**config.mk**
```make
export PLATFORM = sky130hd
export DESIGN_NAME = logo_motion
export DESIGN_NICKNAME = d
export VERILOG_FILES = /design/src/rtl/logo_motion_pkg.sv /design/src/rtl/logo_motion_axis_bounce.sv /design/src/rtl/logo_motion.sv
export SDC_FILE = /design/constraint.sdc
export NUM_CORES = 1
export LEC_CHECK = 0
export BUFFER_PORTS_ARGS = -buffer_cell sky130_fd_sc_hd__buf_2
export CAP_MARGIN = 10
export CORE_AREA = 2 2 93 95
export DETAILED_ROUTE_END_ITERATION = 7
export DIE_AREA = 0 0 95 97
export PLACE_DENSITY = 0.7
export SYNTH_ARGS = -nofsm -noshare
export SYNTH_HDL_FRONTEND = slang
export SYNTH_HIERARCHICAL = 1
export SYNTH_SLANG_ARGS = --single-unit
```
**constraint.sdc**
```tcl
create_clock -name clk -period 2.2 [get_ports clk]
set_clock_uncertainty 0.05 [all_clocks]
set_input_delay 0 -clock clk [delete_from_list [all_inputs] [get_ports clk]]
set_output_delay 0 -clock clk [all_outputs]
set_load 0.01 [all_outputs]
```
**src/rtl/logo_motion_pkg.sv**
```systemverilog
// Shared screen geometry and FSM encoding for the logo motion controller and graphics block.
package logo_motion_pkg;

  localparam int H_ACTIVE    = 640;
  localparam int V_ACTIVE    = 480;
  localparam int WIDTH_LOGO  = 80;
  localparam int HEIGHT_LOGO = 96;
  localparam int POS_W       = 10;

  typedef enum logic [1:0] {
    ST_IDLE   = 2'd0,
    ST_MOVE_X = 2'd1,
    ST_MOVE_Y = 2'd2,
    ST_DONE   = 2'd3
  } state_t;

endpackage

```
**src/rtl/logo_motion_axis_bounce.sv**
```systemverilog
// One axis of the bouncing motion: steps the position and reflects off either wall.
module axis_bounce
  import logo_motion_pkg::*;
#(
  parameter int LIMIT = 640,
  parameter int SIZE  = 80,
  parameter int STEP  = 1
) (
  input  logic [POS_W-1:0] pos,
  input  logic             dir,
  output logic [POS_W-1:0] next_pos,
  output logic             next_dir,
  output logic             hit
);

  // 11-bit headroom so pos+SIZE+STEP never wraps.
  logic [POS_W:0] pos_w;
  assign pos_w = {1'b0, pos};

  // Forward step clamps to the far wall when it would overshoot; backward clamps to 0.
  always_comb begin
    next_pos = pos;
    next_dir = dir;
    hit      = 1'b0;
    if (dir) begin
      if (pos_w + 11'(SIZE) + 11'(STEP) > 11'(LIMIT)) begin
        next_pos = 10'(LIMIT - SIZE);
        next_dir = 1'b0;
        hit      = 1'b1;
      end else begin
        next_pos = 10'(pos_w + 11'(STEP));
      end
    end else begin
      if (pos_w < 11'(STEP)) begin
        next_pos = '0;
        next_dir = 1'b1;
        hit      = 1'b1;
      end else begin
        next_pos = 10'(pos_w - 11'(STEP));
      end
    end
  end

endmodule

```
**src/rtl/logo_motion.sv**
```systemverilog
// Per-frame logo motion controller: moves the logo once per FRAME_DIV frames at vertical blank start.
//
// state   | meaning
// IDLE    | waiting for vertical blank start (frame divider counting)
// MOVE_X  | new x position visible this cycle
// MOVE_Y  | new y position visible this cycle
// DONE    | update/corner pulse; bounce count already advanced
//
// Each register is loaded on the edge that enters the named state, so x lands one
// cycle after blank start, y two cycles after, and the update pulse on the third.
module logo_motion
  import logo_motion_pkg::*;
#(
  parameter int STEP_X    = 1,
  parameter int STEP_Y    = 1,
  parameter int FRAME_DIV = 1,
  parameter int X_INIT    = 0,
  parameter int Y_INIT    = 0
) (
  input  logic             clk,
  input  logic             clr,
  input  logic [POS_W-1:0] x_px,
  input  logic [POS_W-1:0] y_px,
  input  logic             run,
  output logic [POS_W-1:0] x_logo,
  output logic [POS_W-1:0] y_logo,
  output logic             dir_x,
  output logic             dir_y,
  output logic             update,
  output logic             corner,
  output logic [7:0]       bounce_cnt
);

  localparam logic [3:0] FRAME_LAST = 4'(FRAME_DIV - 1);

  state_t           state_q, state_d;
  logic [POS_W-1:0] x_q, x_d, y_q, y_d;
  logic             dir_x_q, dir_x_d, dir_y_q, dir_y_d;
  logic             hit_x_q, hit_x_d, hit_y_q, hit_y_d;
  logic             update_q, update_d, corner_q, corner_d;
  logic [7:0]       bounce_q, bounce_d;
  logic [3:0]       frame_q, frame_d;
  logic             in_blank_q, in_blank_d;

  logic [POS_W-1:0] x_nxt, y_nxt;
  logic             dir_x_nxt, dir_y_nxt, hit_x_nxt, hit_y_nxt;
  logic             blank_start;

  // Vertical blank timing depends on the line count alone.
  logic unused_x_px;
  assign unused_x_px = ^x_px;

  assign in_blank_d  = (y_px >= 10'(V_ACTIVE));
  assign blank_start = in_blank_d & ~in_blank_q;

  axis_bounce #(.LIMIT(H_ACTIVE), .SIZE(WIDTH_LOGO), .STEP(STEP_X)) u_axis_x (
    .pos(x_q), .dir(dir_x_q), .next_pos(x_nxt), .next_dir(dir_x_nxt), .hit(hit_x_nxt)
  );

  axis_bounce #(.LIMIT(V_ACTIVE), .SIZE(HEIGHT_LOGO), .STEP(STEP_Y)) u_axis_y (
    .pos(y_q), .dir(dir_y_q), .next_pos(y_nxt), .next_dir(dir_y_nxt), .hit(hit_y_nxt)
  );

  // Next-state and register loads; update/corner default to 0 so they pulse for one cycle.
  always_comb begin
    state_d  = state_q;
    x_d      = x_q;
    y_d      = y_q;
    dir_x_d  = dir_x_q;
    dir_y_d  = dir_y_q;
    hit_x_d  = hit_x_q;
    hit_y_d  = hit_y_q;
    update_d = 1'b0;
    corner_d = 1'b0;
    bounce_d = bounce_q;
    frame_d  = frame_q;
    unique case (state_q)
      ST_IDLE: begin
        if (!run) begin
          frame_d = '0;
        end else if (blank_start) begin
          if (frame_q == FRAME_LAST) begin
            frame_d = '0;
            x_d     = x_nxt;
            dir_x_d = dir_x_nxt;
            hit_x_d = hit_x_nxt;
            state_d = ST_MOVE_X;
          end else begin
            frame_d = frame_q + 4'd1;
          end
        end
      end
      ST_MOVE_X: begin
        y_d     = y_nxt;
        dir_y_d = dir_y_nxt;
        hit_y_d = hit_y_nxt;
        state_d = ST_MOVE_Y;
      end
      ST_MOVE_Y: begin
        update_d = 1'b1;
        corner_d = hit_x_q & hit_y_q;
        if ((hit_x_q | hit_y_q) && bounce_q != 8'hFF) begin
          bounce_d = bounce_q + 8'd1;
        end
        state_d = ST_DONE;
      end
      ST_DONE: begin
        state_d = ST_IDLE;
      end
      default: state_d = ST_IDLE;
    endcase
  end

  // State and datapath registers, all cleared asynchronously by clr.
  always_ff @(posedge clk or negedge clr) begin
    if (!clr) begin
      state_q    <= ST_IDLE;
      x_q        <= 10'(X_INIT);
      y_q        <= 10'(Y_INIT);
      dir_x_q    <= 1'b1;
      dir_y_q    <= 1'b1;
      hit_x_q    <= 1'b0;
      hit_y_q    <= 1'b0;
      update_q   <= 1'b0;
      corner_q   <= 1'b0;
      bounce_q   <= '0;
      frame_q    <= '0;
      in_blank_q <= 1'b0;
    end else begin
      state_q    <= state_d;
      x_q        <= x_d;
      y_q        <= y_d;
      dir_x_q    <= dir_x_d;
      dir_y_q    <= dir_y_d;
      hit_x_q    <= hit_x_d;
      hit_y_q    <= hit_y_d;
      update_q   <= update_d;
      corner_q   <= corner_d;
      bounce_q   <= bounce_d;
      frame_q    <= frame_d;
      in_blank_q <= in_blank_d;
    end
  end

  assign x_logo     = x_q;
  assign y_logo     = y_q;
  assign dir_x      = dir_x_q;
  assign dir_y      = dir_y_q;
  assign update     = update_q;
  assign corner     = corner_q;
  assign bounce_cnt = bounce_q;

endmodule
```
==> metrics <==
status finished with violations; violated checks negative setup slack; number of H-tree levels 2; CP Launch Point x_logo[0]; Inserted Diodes 0; worst-skew pair later-pin latency 290 ps; GRT overflow 0; IO buf count 39; most used flip-flop cell after synthesis dfrtp_1; max capacitance violation total 0; DIE AREA 0.00922 mm2; Post-synth EDFFs 0; Worst Path Required about 2300 ps; number of nets with antenna violations after routing 0; Remaining DRCs 0; initial antenna violation count 0; Final Critical Period approximately 2500 ps; drt first pass iters 4; final net count between 400 and 500; YS warnings 6; placed cell areas about 0.0037 mm2; Mapped Area 0.00312 mm2; final std cell area, no fill slightly above 0.004 mm2; max-slew violation count 0; Worst Setup Start Kind register; most area-consuming cells after synthesis dfrtp_1, mux2_2, mux2_4; first-pass GRT wire length 12,800 um; Mapped Cells 330; synthesized net count between 300 and 400; Yosys cell types 67; delay-heaviest family, CP compound AO/OA/AOI/OAI gates; via count 2,780; final hold vios 0; most used cell, CP buf_4; commonest non-fill, non-tap cells in the layout buf_4, buf_2, dfrtp_1, nand2_1, inv_1; register area share after synthesis 32.9%; Buf/Inv on CP 3; R2R Setup Slk -260 ps; crit path DAT 2590 ps; worst-margin pin slew 565 ps; VDD IR max 0.736 mV; die span in y slightly below 100 um; core area around 0.008 mm2; Final GP Congestion 0.861; Area Growth Syn to Fin 29.3%; critical-path cell list ha_4 -> buf_4 -> and3_1 -> a221oi_4 -> o21ai_4 -> buf_4 -> buf_6 -> a221oi_2 -> nor2_1 -> mux2_4; Final setup viols 12; Critical Path End Type register; Num Clock Sinks between 40 and 50; Total Routing Usage GR between 10% and 20%; Die Wd around 95 um; vias in the first global route about 2.7k; drt via density 5.38; CTS tree built; Placement Rows 33; ys async rst share between 90% and 100%; DP HPWL 5520 um; Rel. slew slack 62.3%; CP max stage delay between 400 and 500 ps; total negative slack -2160 ps; clk root buf clkbuf_8; Final period util 112%; largest net degree at the start of global routing 24; fmax 407 MHz; share of layout cells above drive strength 1 43.4%; reg-to-reg startpoint x_logo[0]; CP max FO 5; # IOs 55; Synth Area per Inst 9.46 um2; Clock Path Buffers 2; Yosys top cell area share 31.3%; Initial Util 38.4%; Clock transition at path regs around 80 ps; wire length per cell 14.3 um; unrepaired setup endpoints after global routing true; commonest non-fill, non-tap cell in the layout buf_4; Synth area leader dfrtp_1; Crit Path Class register to register; Leakage between 1.5 and 2 nW; critical path's slowest cell dfrtp_2; drt total wl roughly 7400 um; Final WS setup -258 ps; PD cells around 1300 mW/mm2; CTS buffer count 5; synthesized flop and latch total around 40; Worst Hold Launch run; Iteration-0 DRC Markers about 120; min-delay worst type input port to register
## area by class of cell
class	instances	area [um2]
Clock inverter	3	46.3
Inverter	21	81.3
Multi-Input combinational cell	247	2020
Fill cell	735	4100
Clock buffer	5	68.8
Timing Repair Buffer	95	651
Tap cell	105	131
Sequential cell	41	1040
## kinds of logic (layout without fill, tap and decap cells)
logic type / count (synthesis) / after routing / share of synthesized area, %
flops: 41 / 41 / 32.9
buf+inv: 42 / 124 / 7.21
fa+ha+maj: 11 / 11 / 4.41
xor+xnor: 24 / 24 / 6.73
mux: 29 / 29 / 11.5
simple gates: 112 / 112 / 21.1
compound gates: 71 / 71 / 16.0
## metrics by stage
| step | util, % | power, mW | hold slack, ps | setup slack [ps] | std cells |
|---|---|---|---|---|---|
| CTS | 47.8 | 4.90 | 78.6 | -226 | 511 |
| global placement | 45.7 | 4.12 | -19.6 | -179 | 499 |
| finish | 49.6 | 5.18 | 86.9 | -258 | 517 |
| global route | 49.6 | 5.58 | 110 | -357 | 517 |
| detailed placement | 45.7 | 4.21 | -28.9 | -254 | 499 |
| floorplan | - | 3.25 | -346 | -192 | 330 |
## where the power goes
group	internal [mW]	switching, mW
sequential	0.986	0.295
combinational	1.68	1.60
clock	0.340	0.272
## sequential cells by signal, indices dropped and copies added (netlist names)
signal      count
bounce_cnt      8
corner          1
dir_x           1
dir_y           1
frame_q         4
hit_x_q         1
hit_y_q         1
in_blank_q      1
state_q         2
update          1
x_logo         10
y_logo         10
## worst register-to-register path: cells and delay by family (launching register included)
| kind | cells | cell delay (ps) |
|---|---|---|
| AO/OA/AOI/OAI | 3 | 710 |
| flip-flops | 1 | 460 |
| buffers and inverters | 3 | 410 |
| AND/OR/NAND/NOR | 2 | 270 |
| multiplexers | 1 | 260 |
| adder cells (fa/ha/maj) | 1 | 190 |
## path summary, 6_finish.rpt
| kind | end | depth (start not counted) |
|---|---|---|
| worst max-delay path | x_logo[6] | 10 |
| worst min-delay path | state_q[0] | 4 |
| worst max register to register | x_logo[6] | 10 |
| worst min register to register | bounce_cnt[7] | 1 |
| max in group asynchronous | dir_y | 3 |
| min in group asynchronous | hit_y_q | 2 |
## Yosys cell counts, types with 7 or more instances
library cell / instances
mux2_4: 10
ha_1: 11
nor2_1: 17
clkbuf_1: 7
xor2_1: 12
mux2_2: 15
dfrtp_1: 39
nand3_1: 11
nor3_1: 11
a21oi_1: 13
and3_1: 7
inv_1: 20
nand2_1: 22
xnor2_1: 12
o21ai_0: 18
nand2b_1: 7
## per-layer routing
layer	vias up	share of wire (%)	GRT usage, %
li1	1344	-	-
met1	1337	44	22.7
met2	89	50	27.5
met3	10	5.2	2.73
met4	0	1.4	5.02
met5	-	0	0
## repair_timing
item,CTS,global route
buffers inserted,1,6
setup endpoints to repair,14,20
endpoints found under the hold margin,22,0
cloned,0,0
pin swaps,2,7
hold buffers,3,0
gates resized for setup,4,27
No activity file was read; power rests on OpenSTA's default activity.
